### src/rtl/alu_pkg.sv
// alu_pkg: shared definitions for the ALU front-panel controller.
//   state_t      - controller FSM states (encoding visible on state_o)
//   OP_*         - ALU operation codes carried on alu_sel
//   ALU_LAT_DEF  - default ALU latency in cycles
//   dd_step      - one shift-and-add-3 step of a 5-bit double-dabble
package alu_pkg;

  typedef enum logic [2:0] {
    IDLE    = 3'd0,
    GOT_A   = 3'd1,
    GOT_B   = 3'd2,
    EXEC    = 3'd3,
    CAPTURE = 3'd4,
    CONVERT = 3'd5,
    SHOW    = 3'd6
  } state_t;

  localparam logic [1:0] OP_ADD = 2'b00;
  localparam logic [1:0] OP_SUB = 2'b01;
  localparam logic [1:0] OP_MUL = 2'b10;
  localparam logic [1:0] OP_REM = 2'b11;

  localparam int ALU_LAT_DEF = 1;

  // Shift register layout: {tens[3:0], ones[3:0], bin[4:0]}.
  // A 5-bit value never exceeds 31, so the tens digit never reaches 8 and
  // its top bit can be dropped on the shift.
  function automatic logic [12:0] dd_step(input logic [12:0] s);
    logic [3:0] t;
    logic [3:0] o;
    t = s[12:9];
    o = s[8:5];
    if (o >= 4'd5) o = o + 4'd3;
    if (t >= 4'd5) t = t + 4'd3;
    return {t[2:0], o, s[4:0], 1'b0};
  endfunction

endpackage

### src/rtl/alu_ctrl_if.sv
// alu_ctrl_if: bus between the controller and the external ALU.
//   alu_num1/alu_num2 - operands (controller -> ALU)
//   alu_sel           - operation code (controller -> ALU)
//   alu_result        - 5-bit result (ALU -> controller)
//   alu_zero          - result-is-zero flag (ALU -> controller)
//   alu_divzero       - remainder by zero flag (ALU -> controller)
// master: controller side, slave: ALU side.
interface alu_ctrl_if;
  logic [2:0] alu_num1;
  logic [2:0] alu_num2;
  logic [1:0] alu_sel;
  logic [4:0] alu_result;
  logic       alu_zero;
  logic       alu_divzero;

  modport master (
    output alu_num1, alu_num2, alu_sel,
    input  alu_result, alu_zero, alu_divzero
  );

  modport slave (
    input  alu_num1, alu_num2, alu_sel,
    output alu_result, alu_zero, alu_divzero
  );
endinterface

### src/rtl/bcd_conv.sv
// bcd_conv: sequential 5-bit binary to two-digit BCD converter
// (double-dabble, one bit per cycle).
//   clk, rst_n - clock, asynchronous active-low reset
//   abort      - synchronous cancel of a conversion in progress
//   start      - load bin; conversion runs on the following 5 cycles
//   bin        - binary value to convert
//   done       - high during the cycle whose edge completes the conversion
//   tens, ones - registered digits, updated only when a conversion finishes
module bcd_conv
  import alu_pkg::*;
(
  input  logic       clk,
  input  logic       rst_n,
  input  logic       abort,
  input  logic       start,
  input  logic [4:0] bin,
  output logic       done,
  output logic [3:0] tens,
  output logic [3:0] ones
);

  logic [12:0] shift_reg;
  logic [2:0]  cnt_reg;
  logic        busy_reg;
  logic [12:0] step;

  assign step = dd_step(shift_reg);
  assign done = busy_reg && (cnt_reg == 3'd4);

  always_ff @(posedge clk or negedge rst_n) begin
    if (!rst_n) begin
      shift_reg <= '0;
      cnt_reg   <= '0;
      busy_reg  <= 1'b0;
      tens      <= '0;
      ones      <= '0;
    end else if (abort) begin
      busy_reg <= 1'b0;
      cnt_reg  <= '0;
    end else if (start) begin
      shift_reg <= {8'd0, bin};
      cnt_reg   <= '0;
      busy_reg  <= 1'b1;
    end else if (busy_reg) begin
      shift_reg <= step;
      cnt_reg   <= cnt_reg + 3'd1;
      if (done) begin
        busy_reg <= 1'b0;
        tens     <= step[12:9];
        ones     <= step[8:5];
      end
    end
  end

endmodule

### src/rtl/alu_ctrl.sv
// alu_ctrl: front-panel controller for a small ALU. Two operands and an
// operation are entered from switches with an enter button; the operands
// are held on the ALU for ALU_LAT cycles, the result is captured, sign and
// error flags are derived, and the magnitude is converted to BCD.
//   clk, rst_n           - clock, asynchronous active-low reset
//   sw_data, sw_sel      - operand value and operation code switches
//   enter                - level button, rising edge acts
//   clear                - synchronous abort to IDLE
//   alu                  - ALU bus (master side)
//   res_valid            - converted result is being shown
//   res_value            - captured result magnitude
//   res_tens, res_ones   - BCD digits of res_value
//   res_neg, zero_flag, err_flag - sign, zero, divide-by-zero
//   state_o              - FSM state (debug)
module alu_ctrl
  import alu_pkg::*;
#(
  parameter int ALU_LAT = ALU_LAT_DEF
) (
  input  logic       clk,
  input  logic       rst_n,
  input  logic [2:0] sw_data,
  input  logic [1:0] sw_sel,
  input  logic       enter,
  input  logic       clear,
  alu_ctrl_if.master alu,
  output logic       res_valid,
  output logic [4:0] res_value,
  output logic [3:0] res_tens,
  output logic [3:0] res_ones,
  output logic       res_neg,
  output logic       zero_flag,
  output logic       err_flag,
  output logic [2:0] state_o
);

  localparam logic [3:0] LAT_LAST = 4'(ALU_LAT - 1);

  state_t     state_reg;
  logic       enter_q;
  logic       armed_reg;
  logic [3:0] wait_cnt_reg;
  logic       enter_edge;
  logic [4:0] cap_value;
  logic       cap_neg;
  logic       bcd_start;
  logic       bcd_done;

  // armed_reg stays low after reset until enter has been seen low, so a
  // button still held across reset release cannot register as a press.
  assign enter_edge = enter & ~enter_q & armed_reg;
  assign state_o    = state_reg;

  // Result interpretation: negative differences are shown as magnitude
  // plus sign; a divide-by-zero forces the value to 0.
  always_comb begin
    cap_value = alu.alu_result;
    cap_neg   = 1'b0;
    if (alu.alu_divzero) begin
      cap_value = '0;
    end else if (alu.alu_sel == OP_SUB && alu.alu_result[4]) begin
      cap_neg   = 1'b1;
      cap_value = ~alu.alu_result + 5'd1;
    end
  end

  // Conversion is launched from CAPTURE so that CONVERT spans exactly the
  // five shift cycles.
  assign bcd_start = (state_reg == CAPTURE) && !clear;

  bcd_conv u_bcd (
    .clk   (clk),
    .rst_n (rst_n),
    .abort (clear),
    .start (bcd_start),
    .bin   (cap_value),
    .done  (bcd_done),
    .tens  (res_tens),
    .ones  (res_ones)
  );

  always_ff @(posedge clk or negedge rst_n) begin
    if (!rst_n) begin
      state_reg    <= IDLE;
      enter_q      <= 1'b0;
      armed_reg    <= 1'b0;
      wait_cnt_reg <= '0;
      alu.alu_num1 <= '0;
      alu.alu_num2 <= '0;
      alu.alu_sel  <= '0;
      res_valid    <= 1'b0;
      res_value    <= '0;
      res_neg      <= 1'b0;
      zero_flag    <= 1'b0;
      err_flag     <= 1'b0;
    end else begin
      enter_q <= enter;
      if (!enter) armed_reg <= 1'b1;

      if (clear) begin
        state_reg    <= IDLE;
        wait_cnt_reg <= '0;
        alu.alu_num1 <= '0;
        alu.alu_num2 <= '0;
        alu.alu_sel  <= '0;
        res_valid    <= 1'b0;
        res_neg      <= 1'b0;
        zero_flag    <= 1'b0;
        err_flag     <= 1'b0;
      end else begin
        case (state_reg)
          IDLE: if (enter_edge) begin
            alu.alu_num1 <= sw_data;
            state_reg    <= GOT_A;
          end
          GOT_A: if (enter_edge) begin
            alu.alu_num2 <= sw_data;
            state_reg    <= GOT_B;
          end
          GOT_B: if (enter_edge) begin
            alu.alu_sel  <= sw_sel;
            wait_cnt_reg <= '0;
            state_reg    <= EXEC;
          end
          EXEC: begin
            if (wait_cnt_reg == LAT_LAST) state_reg <= CAPTURE;
            else wait_cnt_reg <= wait_cnt_reg + 4'd1;
          end
          CAPTURE: begin
            res_value <= cap_value;
            res_neg   <= cap_neg;
            zero_flag <= alu.alu_zero & ~alu.alu_divzero;
            err_flag  <= alu.alu_divzero;
            state_reg <= CONVERT;
          end
          CONVERT: if (bcd_done) begin
            res_valid <= 1'b1;
            state_reg <= SHOW;
          end
          SHOW: if (enter_edge) begin
            res_valid <= 1'b0;
            state_reg <= IDLE;
          end
          default: state_reg <= IDLE;
        endcase
      end
    end
  end

endmodule

### src/flat_wrapper.sv
// flat-port wrapper written by rule: the top's interface ports become plain ports
module alu_ctrl_flat import alu_pkg::*;
#(
  parameter int ALU_LAT = ALU_LAT_DEF
)
  (clk, rst_n, sw_data, sw_sel, enter, clear, res_valid, res_value, res_tens, res_ones, res_neg, zero_flag, err_flag, state_o, alu_alu_num1, alu_alu_num2, alu_alu_sel, alu_alu_result, alu_alu_zero, alu_alu_divzero);
  alu_ctrl_if alu_i ();
  input  logic clk;
  input  logic rst_n;
  input  logic [2:0] sw_data;
  input  logic [1:0] sw_sel;
  input  logic enter;
  input  logic clear;
  output logic res_valid;
  output logic [4:0] res_value;
  output logic [3:0] res_tens;
  output logic [3:0] res_ones;
  output logic res_neg;
  output logic zero_flag;
  output logic err_flag;
  output logic [2:0] state_o;
  output wire logic [$bits(alu_i.alu_num1)-1:0] alu_alu_num1;
  output wire logic [$bits(alu_i.alu_num2)-1:0] alu_alu_num2;
  output wire logic [$bits(alu_i.alu_sel)-1:0] alu_alu_sel;
  input wire logic [$bits(alu_i.alu_result)-1:0] alu_alu_result;
  input wire logic [$bits(alu_i.alu_zero)-1:0] alu_alu_zero;
  input wire logic [$bits(alu_i.alu_divzero)-1:0] alu_alu_divzero;
  assign alu_alu_num1 = alu_i.alu_num1;
  assign alu_alu_num2 = alu_i.alu_num2;
  assign alu_alu_sel = alu_i.alu_sel;
  assign alu_i.alu_result = alu_alu_result;
  assign alu_i.alu_zero = alu_alu_zero;
  assign alu_i.alu_divzero = alu_alu_divzero;
  alu_ctrl #(.ALU_LAT(ALU_LAT)) u_core (.clk(clk), .rst_n(rst_n), .sw_data(sw_data), .sw_sel(sw_sel), .enter(enter), .clear(clear), .alu(alu_i), .res_valid(res_valid), .res_value(res_value), .res_tens(res_tens), .res_ones(res_ones), .res_neg(res_neg), .zero_flag(zero_flag), .err_flag(err_flag), .state_o(state_o));
endmodule
### config.mk
export PLATFORM = sky130hd
export DESIGN_NAME = alu_ctrl_flat
export DESIGN_NICKNAME = d
export VERILOG_FILES = /design/src/rtl/alu_pkg.sv /design/src/rtl/alu_ctrl_if.sv /design/src/rtl/bcd_conv.sv /design/src/rtl/alu_ctrl.sv /design/src/flat_wrapper.sv
export SDC_FILE = /design/constraint.sdc
export NUM_CORES = 1
export LEC_CHECK = 0
export ABC_CLOCK_PERIOD_IN_PS = 1640
export CORE_MARGIN = 3
export CORE_UTILIZATION = 32
export CTS_CLUSTER_DIAMETER = 50
export DETAILED_ROUTE_END_ITERATION = 8
export GPL_TIMING_DRIVEN = 1
export HOLD_SLACK_MARGIN = 0.08
export PLACE_DENSITY = 0.54
export SETUP_SLACK_MARGIN = 0.02
export SYNTH_ARGS = -nofsm -noshare
export SYNTH_HDL_FRONTEND = slang
export SYNTH_SLANG_ARGS = --single-unit
### constraint.sdc
create_clock -name clk -period 1.64 [get_ports clk]
set_input_delay 0.41 -clock clk [delete_from_list [all_inputs] [get_ports clk]]
set_output_delay 0.41 -clock clk [all_outputs]
set_load 0.02 [all_outputs]
# --- Yosys cells after proc, flatten, opt, wreduce, memory -nomap -nowiden ---
# Index checks and enable logic that the tools add are counted.
word_totals:
  latchBits: 0
  n_memories: 0
  out_inout_bits: 28
  ramBits: 0
  reg_bits: 51
  in_bits: 16
  mem_bits_ro: 0
  word_cells: 116
op_classes:
  eq_ne: 15
  n_lt_le_gt_ge: 2
  n_shift: 0
  add_sub_neg: 5
  mux: 45
  multipliers: 0
  reduce_logical: 24
  n_bitwise: 8
  n_div: 0
op_table:
  columns: ["op", "n"]
  rows:
  - ["3-bit 2-to-1 mux", 16]
  - ["13-bit 2-to-1 mux", 2]
  - ["3-bit case mux with 7 select lines", 1]
  - ["3-bit by 2-bit != test with 1-bit output (second input constant)", 6]
  - ["4-bit 2-to-1 mux", 4]
  - ["1-bit 2-to-1 mux", 15]
  - ["3-bit equality test (second input constant)", 4]
  - ["2-bit nonzero test", 6]
  - ["5-bit 2-to-1 mux", 2]
  - ["2-bit AND reduction", 5]
  - ["3-bit nonzero test", 3]
  - ["4-bit by 3-bit greater-or-equal comparator with 1-bit output (second input constant)", 2]
  - ["4-bit case mux with 2 select lines", 1]
  - ["3-bit by 2-bit equality test with 1-bit output (second input constant)", 2]
  - ["2-bit 2-to-1 mux", 3]
  - ["3-bit AND reduction", 2]
  - ["6-bit AND reduction", 1]
  - ["5-bit by 1-bit adder with 5-bit output (second input constant)", 1]
  - ["5-bit inverter", 1]
  - ["4-bit by 1-bit adder with 4-bit output (second input constant)", 1]
  - ["4-bit by 2-bit adder with 4-bit output (second input constant)", 1]
  - ["4-bit zero test", 1]
  - ["1-bit inverter", 4]
  - ["4-bit AND reduction", 1]
  - ["other kinds (10)", 14]

# --- Depth between registers and ports, before layout ---
# Gate-level depths: netlist (run 1).
depth:
  word_depth: 6
  depth_mapped: 6
  mapped_depth_nobuf: 6

# --- Modules after synthesis ---
# Synthesis (run 1) repeated with hierarchy kept, for this count alone.
hier_totals:
  cells_unflattened: 269
  hier_area_um2: 2716.4
modules_own_cells:
  columns: ["mod", "instances", "area_each_um2", "cells_each", "seq_area_each_um2"]
  rows:
  - ["alu_ctrl", 1, 1431.4, 141, 650.6]
  - ["bcd_conv", 1, 1285.0, 128, 625.6]

# --- Worst setup path after synthesis (run 1) ---
# Ideal clock, no wire load.
synth_path:
  kind: "reg2reg"
  start: "reg u_core.state_reg[1], in the netlist u_core.state_o[1]"
  end: "reg u_core.u_bcd.shift_reg[12]"
  path_buffers: 2
  setup_time_ps: 122
  slack_ps: -123
  path_stages_with_launch: 7
  t_arrival_ps: 1641
  period_less_slack_ps: 1763
  required_time_ps: 1518
  path_cell_list: "dfrtp_1 or3b_1 buf_6 and3_4 buf_6 a21o_1 a32o_1"
synth_between:
  elab_chain_cells: 4
  word_cells_on_any_way: 5
  classes_between: "eq/ne: 1; mux: 1; reduce/logical: 3"
synth_lines:
  columns: ["element", "line", "text"]
  rows:
  - ["from (decl)", "alu_ctrl.sv:39", "state_t state_reg;"]
  - ["from (signal assigned)", "alu_ctrl.sv:84", "state_reg <= IDLE;"]
  - ["from (signal assigned)", "alu_ctrl.sv:101", "state_reg <= IDLE;"]
  - ["from (signal assigned)", "alu_ctrl.sv:114", "state_reg <= GOT_A;"]
  - ["3-bit equality test *", "alu_ctrl.sv:69", "assign bcd_start = (state_reg == CAPTURE) && !clear;"]
  - ["1-bit logical AND *", "alu_ctrl.sv:69", null]
  - ["2-bit nonzero test (no line)", null, null]
  - ["2-bit AND reduction (no line)", null, null]
  - ["to (signal assigned)", "bcd_conv.sv:41", "shift_reg <= {8'd0, bin};"]
  - ["to (signal assigned)", "bcd_conv.sv:45", "shift_reg <= step;"]
  - ["to (decl)", "bcd_conv.sv:22", "logic [12:0] shift_reg;"]
# Every way passes the cells marked *; elsewhere a longest branch is shown, timed or not.
# A chain may end at the register's enable or synchronous reset.

# --- Final worst setup path (run 1) ---
layout_path:
  start: "reg u_core.u_bcd.shift_reg[6]"
  end: "reg u_core.u_bcd.ones[2]"
layout_between:
  elab_chain_cells: 2
  word_cells_on_any_way: 3
  classes_between: "add/sub: 1; order compare: 1; mux: 1"
layout_lines:
  columns: ["element", "line", "text"]
  rows:
  - ["4-bit by 2-bit adder with 4-bit output / 4-bit by 3-bit greater-or-equal comparator with 1-bit output (equally long branches)", "alu_pkg.sv:33", "if (o >= 4'd5) o = o + 4'd3;"]
  - ["4-bit 2-to-1 mux *", "alu_pkg.sv:33", null]
  - ["to (signal assigned)", "bcd_conv.sv:50", "ones <= step[8:5];"]
  - ["to (decl)", "bcd_conv.sv:19", "output logic [3:0] ones"]
# Marks and branches as above.

==> results of run 1 <==
[synthesized netlist by cell type, drive strengths merged, types with 2 or more instances]
cell	instances	area share
or3	3	0.0093
clkbuf	6	0.0088
nor2b	2	0.0049
xor2	2	0.0068
nand2b	4	0.0098
nor3b	4	0.014
nor3	9	0.018
nand3	4	0.0078
a32o	2	0.0078
mux2	5	0.022
o211ai	2	0.0059
a21oi	15	0.029
a21o	3	0.0088
o21ai	11	0.023
inv	13	0.019
nand3b	3	0.0088
or2	2	0.0049
xnor2	4	0.014
buf	6	0.016
mux2i	10	0.039
nor2	16	0.023
ha	9	0.044
nand4	2	0.0049
nand2	31	0.046
nor4bb	2	0.0078
a2bb2oi	2	0.0068
and3	2	0.0068
and2	2	0.0049
dfrtp	51	0.50
a31oi	3	0.0073
a22o	5	0.017
[cells by family (layout without fill, tap and decap cells)]
family                   count (synthesis)  count (layout)
multiplexers                            15              15
AO/OA/AOI/OAI                           53              53
AND/OR/NAND/NOR                         91              91
flip-flops                              51              51
XOR/XNOR                                 6               6
adder cells (fa/ha/maj)                  9               9
buffers and inverters                   25             116
[repair_timing]
| action | CTS | global route |
|---|---|---|
| gates cloned | 0 | 0 |
| gates resized for setup | 46 | 22 |
| setup buffers | 3 | 5 |
| endpoints found under the setup margin | 41 | 30 |
| hold buffers | 1 | 0 |
| endpoints found under the hold margin | 12 | 0 |
| pin swaps | 5 | 2 |
[layout make-up]
type / instances / area [um^2]
clock buffers: 8 / 100.1
fillers: 723 / 3841
flip-flops and latches: 51 / 1280
repair buffers: 95 / 814.5
inverters: 13 / 48.80
well taps: 99 / 123.9
multi-input cells: 174 / 1277
[worst paths after layout]
check	to	cells past startpoint	start
setup reg to reg	u_core.u_bcd.ones[2]	6	u_core.u_bcd.shift_reg[6]
max in group asynchronous	u_core.state_o[1]	3	rst_n
min in group asynchronous	u_core.u_bcd.tens[3]	2	rst_n
hold / removal	u_core.armed_reg	1	u_core.armed_reg
setup / recovery	u_core.u_bcd.ones[2]	6	u_core.u_bcd.shift_reg[6]
hold reg to reg	u_core.armed_reg	1	u_core.armed_reg
[per-layer routing]
metal | up-vias | track usage | part of all wire
met5 | - | 0 | 0
met4 | 0 | 0.03555 | 0.0055
met3 | 4 | 0.03236 | 0.043
met2 | 39 | 0.2204 | 0.47
met1 | 993 | 0.1816 | 0.48
li1 | 1068 | - | -
[power groups by stage]
| stage | clock, mW | combinational [mW] | sequential [mW] |
|---|---|---|---|
| global placement | 0 | 0.747 | 1.48 |
| CTS | 0.822 | 0.739 | 1.46 |
| global route | 0.872 | 0.841 | 1.47 |
| floorplan | 0 | 0.304 | 1.55 |
| detailed placement | 0 | 0.755 | 1.48 |
| finish | 0.798 | 0.760 | 1.46 |
[through the flow]
step / cell area, um^2 / cells / setup slack (ns) / setup TNS [ns]
3_3_place_gp: 3397 / 423 / -0.3586 / -7.960
2_1_floorplan: 2579 / 250 / -0.06753 / -0.2298
4_1_cts: 3556 / 435 / 0.02496 / 0
5_1_grt: 3645 / 440 / -0.06340 / -0.1596
3_5_place_dp: 3397 / 423 / -0.4104 / -8.404
6_report: 3645 / 440 / 0.04264 / 0
[cells in the final DEF (no fill, tap or decap), types with 8 or more instances in the layout]
cell type / netlist / routed
nor2_1: 16 / 16
buf_4: 0 / 43
clkdlybuf4s50_1: 0 / 11
inv_1: 13 / 12
nand2_1: 30 / 29
dfrtp_1: 51 / 48
mux2i_1: 10 / 8
a21oi_1: 15 / 13
nor3_1: 9 / 8
dlygate4sd2_1: 0 / 28
[critical path, stage by stage (launching register included)]
cell	delay (ns)
dfrtp_1	0.41
inv_1	0.12
ha_1	0.21
nand2b_1	0.10
a21oi_2	0.25
mux2i_2	0.28
mux2_4	0.18
==> results by group, run 1 <==
Worst setup path
  • CP Data Required Time: 1.89 ns
  • Worst Setup Start Kind: register
  • Critical path type: reg2reg
  • Worst Path Max Fanout: 3
  • CP Data Arrival Time: 1.84 ns
  • FF-to-FF setup slack: 0.04 ns
  • CP endpoint kind: register

Global route
  • Initial antenna violation count: 0
  • First-pass GRT wire length: 9784 um
  • GRT Residual Overflow: 0
  • Largest net degree at the start of global routing: 40
  • Gr usage total: 0.1356
  • Vias in the first global route: 2115

Timing
  • Worst relative slew slack: 0.7609
  • RSZ-0062 raised after global routing: true
  • Least-Margin Pin Slew: 0.3587 ns
  • Max-slew violation count: 0
  • Fmax: 626.0 MHz
  • Final Hold Viols: 0
  • Setup-failing EPs final: 0
  • Minimum clock period: 1.597 ns
  • Tcrit/Tclk final: 0.9740
  • Worst Clk Skew: 0.003353 ns
  • Hold WS: 0.4705 ns

Logic synthesis
  • Synth warn: 0
  • Post-synthesis register bit count: 51
  • Adder-cell share of the synthesized area: 0.04401
  • Main combinational cell family by area after synthesis: simple AND/OR/NAND/NOR gates
  • Fraction of synthesis flops using an asynchronous set or reset pin: 1.000
  • Mean post-synth cell area: 10.23 um^2
  • Synth Area in XOR/XNOR: 0.02054
  • Sequential fraction of the synthesis area: 0.4988
  • Post-synthesis simple-gate area fraction: 0.1941
  • Mapped Cells: 250
  • Multiplexer share of the synthesized area: 0.06112
  • Mapped Area: 2559 um^2
  • Number of synthesized flops with an enable pin: 0
  • Synth unique cells: 54
  • Post-synth top flop: dfrtp_1
  • Syn_nets: 275
  • Complex-gate fraction of the synthesized area: 0.1379

Route
  • Routed length per instance: 13.64 um
  • Initial DRT Pass Iterations: 4
  • Total number of vias: 2104
  • Post-route antenna net violation count: 0
  • # DRC: 0
  • Vias per inst: 4.782
  • Initial DRC count: 60
  • WL final: 6003 um

Pwr
  • Worst IR Drop VDD: 0.0003386 V
  • Int Power: 2.120 mW
  • Static leakage: 1.798 nW
  • Register share of total power: 0.483
  • NetSw: 0.8930 mW
  • Pwr Density: 826.8 nW/um^2
  • Power, Total: 3.013 mW
  • Switch share: 0.2964
  • Comb power frac: 0.252
  • Power share of the clock group: 0.265

Floorplanning
  • Die width: 95.42 um
  • Total core area: 7486 um^2
  • Die area: 9105 um^2
  • Cell row count: 31
  • Initial Util: 0.3418
  • Die height: 95.42 um
  • Ports: 44

Clocking
  • Worst skew pair latency: 0.30 ns
  • Clk slew on worst S/H paths: 0.09 ns
  • CTS root buf: clkbuf_8
  • # H-tree levels: 2
  • CTS tree: yes
  • CTS sink count: 51
  • CTS buffer count: 5
  • Clock tree buffer depth: 2

Job
  • Max cap viols: 0

Final layout
  • Max FFs per register: 13
  • Fin util: 0.4869
  • Layout net count: 365
  • Area grow syn2layout: 42.45%
  • Inserted Diodes: 0
  • Share of layout cells above drive strength 1: 0.2757

Place
  • GPL Wtd Cong: 0.8167
  • I/O Buffers: 43
  • HPWL after DPL: 4357 um

Status
  • Outcome: complete, no violations

Worst hold path
  • Hold crit path type: reg2reg
(Power assumes the default switching activity.)
==> run 2: changes to the inputs <==
SKIP_LAST_GASP = 1   (was unset)
==> run 2 against run 1 <==
Compared with the run above: register-to-register slack hardly changed; clock power barely moved; non-clock buffer count unchanged; clock-buffer cell count stayed put; power is 0.16% higher; via count rose by 0.19%; hold slack got worse by 0.0019 ns; utilization up 0.084 points.
==> results by group, run 2 (synthesized netlist as in run 1, its figures left out) <==
Clocking
  • CTS sink count: 51 (unchanged)
  • # H-tree levels: 2 (unchanged)
  • CTS root buf: clkbuf_8 (unchanged)
  • Clk slew on worst S/H paths: 0.09 ns (about the same)
  • CTS buffer count: 5 (unchanged)
  • Worst skew pair latency: 0.30 ns (about the same)
  • Clock tree buffer depth: 2 (unchanged)
  • CTS tree: yes (unchanged)

Timing
  • Worst relative slew slack: 0.7621 (was 0.7609)
  • Fmax: 625.2 MHz (was 626.0 MHz)
  • RSZ-0062 raised after global routing: true (unchanged)
  • Minimum clock period: 1.599 ns (was 1.597 ns)
  • Tcrit/Tclk final: 0.9753 (was 0.9740)
  • Final Hold Viols: 0 (unchanged)
  • Setup-failing EPs final: 0 (unchanged)
  • Crit path setup slack, layout: 0.04051 ns (was 0.04264 ns)
  • Least-Margin Pin Slew: 0.3568 ns (was 0.3587 ns)
  • Hold WS: 0.4686 ns (was 0.4705 ns)
  • Max-slew violation count: 0 (unchanged)
  • Worst Clk Skew: 0.002951 ns (was 0.003353 ns)

Worst setup path
  • Worst Path Max Fanout: 8 (was 3)
  • Max stage delay cell, worst path: dfrtp_1 (unchanged)
  • Max incr delay on CP: 0.42 ns (was 0.41 ns)
  • CP endpoint kind: register (unchanged)
  • CP Data Required Time: 1.83 ns (was 1.89 ns)
  • CP Data Arrival Time: 1.79 ns (was 1.84 ns)
  • Critical Path, Cell by Cell: inv_2 > ha_2 > nand2_2 > nor4b_4 > buf_6 > mux2_2 (was inv_1 > ha_1 > nand2b_1 > a21oi_2 > mux2i_2 > mux2_4)
  • CP Depth: 6 (unchanged)
  • Reg2reg path depth: 6 (unchanged)
  • Worst Setup Start Kind: register (unchanged)
  • Crit-path leading delay family: flip-flops (was multiplexers)
  • Critical path type: reg2reg (unchanged)
  • Worst path buffer plus inverter count: 2 (was 1)

Place
  • GPL Wtd Cong: 0.8167 (unchanged)
  • DP Worst Slack: -0.4104 ns (unchanged)
  • HPWL after DPL: 4357 um (unchanged)
  • I/O Buffers: 43 (unchanged)

Pwr
  • Worst IR Drop VDD: 0.0003396 V (was 0.0003386 V)
  • Static leakage: 1.802 nW (was 1.798 nW)
  • Power, Total: 3.018 mW (was 3.013 mW)
  • Pwr Density: 826.7 nW/um^2 (was 826.8 nW/um^2)

Final layout
  • Most frequent cells in the layout: dfrtp_1, buf_4, nand2_1 (unchanged)
  • Area grow syn2layout: 42.69% (was 42.45%)
  • Fin util: 0.4877 (was 0.4869)
  • Share of layout cells above drive strength 1: 0.2757 (unchanged)
  • Inserted Diodes: 0 (unchanged)
  • Commonest non-fill, non-tap cell in the layout: dfrtp_1 (unchanged)
  • Layout net count: 365 (unchanged)
  • Max FFs per register: 13 (unchanged)

Worst hold path
  • Hold crit path type: reg2reg (unchanged)
  • Worst Hold Depth: 1 (unchanged)

Floorplanning
  • Total core area: 7486 um^2 (unchanged)
  • Initial Util: 0.3418 (unchanged)
  • Cell row count: 31 (unchanged)
  • Die width: 95.42 um (unchanged)
  • Die height: 95.42 um (unchanged)
  • Die area: 9105 um^2 (unchanged)
  • Ports: 44 (unchanged)

Route
  • Vias per inst: 4.791 (was 4.782)
  • Post-route antenna net violation count: 0 (unchanged)
  • Total number of vias: 2108 (was 2104)
  • Initial DRC count: 55 (was 60)
  • Routed length per instance: 13.59 um (was 13.64 um)
  • # DRC: 0 (unchanged)
  • Initial DRT Pass Iterations: 4 (unchanged)
  • WL final: 5980 um (was 6003 um)

Global route
  • Vias in the first global route: 2115 (unchanged)
  • Gr usage total: 0.1356 (unchanged)
  • Initial antenna violation count: 0 (unchanged)
  • First-pass GRT wire length: 9784 um (unchanged)
  • GRT Residual Overflow: 0 (unchanged)
  • Largest net degree at the start of global routing: 40 (unchanged)

Job
  • Max cap viols: 0 (unchanged)

Status
  • Outcome: complete, no violations (unchanged)
==> run 2: cell types whose count changed in the layout (fill, tap and decap cells not counted), sizes merged <==
cell and delta:
clkbuf +1, buf -2, clkdlybuf4s15 +1
==> run 2: cell type report <==
class / count / area, um^2
Clock buffer: 8 / 100.1
Fill cell: 721 / 3835
Inverter: 13 / 48.80
Multi-Input combinational cell: 174 / 1277
Sequential cell: 51 / 1280
Tap cell: 99 / 123.9
Timing Repair Buffer: 95 / 820.8
==> run 2: power by group <==
group	total, mW	leakage [nW]	switching (mW)	internal, mW
Combinational	0.763	1.07	0.397	0.366
Sequential	1.46	0.686	0.0819	1.37
Clock	0.799	0.0515	0.413	0.386
Total	3.02	1.80	0.892	2.13
==> run 2: worst reg2reg max path, stage by stage (launching register included) <==
cell     delay [ns]
dfrtp_1        0.42
inv_2          0.06
ha_2           0.17
nand2_2        0.07
nor4b_4        0.27
buf_6          0.18
mux2_2         0.33
==> run 2: what timing repair did <==
| item | CTS | global route |
|---|---|---|
| setup endpoints to repair | 41 | 30 |
| pin swaps | 5 | 2 |
| hold buffers | 1 | 0 |
| buffers inserted | 3 | 5 |
| gates resized for setup | 44 | 20 |
| endpoints found under the hold margin | 12 | 0 |
==> run 2: routing by layer <==
metal / part of all wire / vias to the layer above / global-route usage
met5: 0 / - / 0
met4: 0.0074 / 0 / 0.03555
met3: 0.045 / 5 / 0.03236
met2: 0.47 / 38 / 0.2204
met1: 0.48 / 997 / 0.1816
li1: - / 1068 / -
==> run 2: per-stage QoR <==
step / std cells / instance area, um^2 / TNS (ns)
finish: 440 / 3651 / 0
global route: 440 / 3651 / -0.01811
CTS: 435 / 3553 / -0.02841
detailed placement: 423 / 3397 / -8.404
global placement: 423 / 3397 / -7.960
floorplan: 250 / 2579 / -0.2298
==> run 2: worst paths after layout <==
| check | start | endpoint | slack [ns] |
|---|---|---|---|
| setup reg to reg | u_core.u_bcd.cnt_reg[1] | u_core.u_bcd.ones[2] | 0.04 |
| min in group asynchronous | rst_n | u_core.u_bcd.tens[3] | 0.53 |
| hold reg to reg | u_core.armed_reg | u_core.armed_reg | 0.47 |
| hold / removal | u_core.armed_reg | u_core.armed_reg | 0.47 |
| setup / recovery | u_core.u_bcd.cnt_reg[1] | u_core.u_bcd.ones[2] | 0.04 |
| max in group asynchronous | rst_n | u_core.state_o[1] | 0.59 |
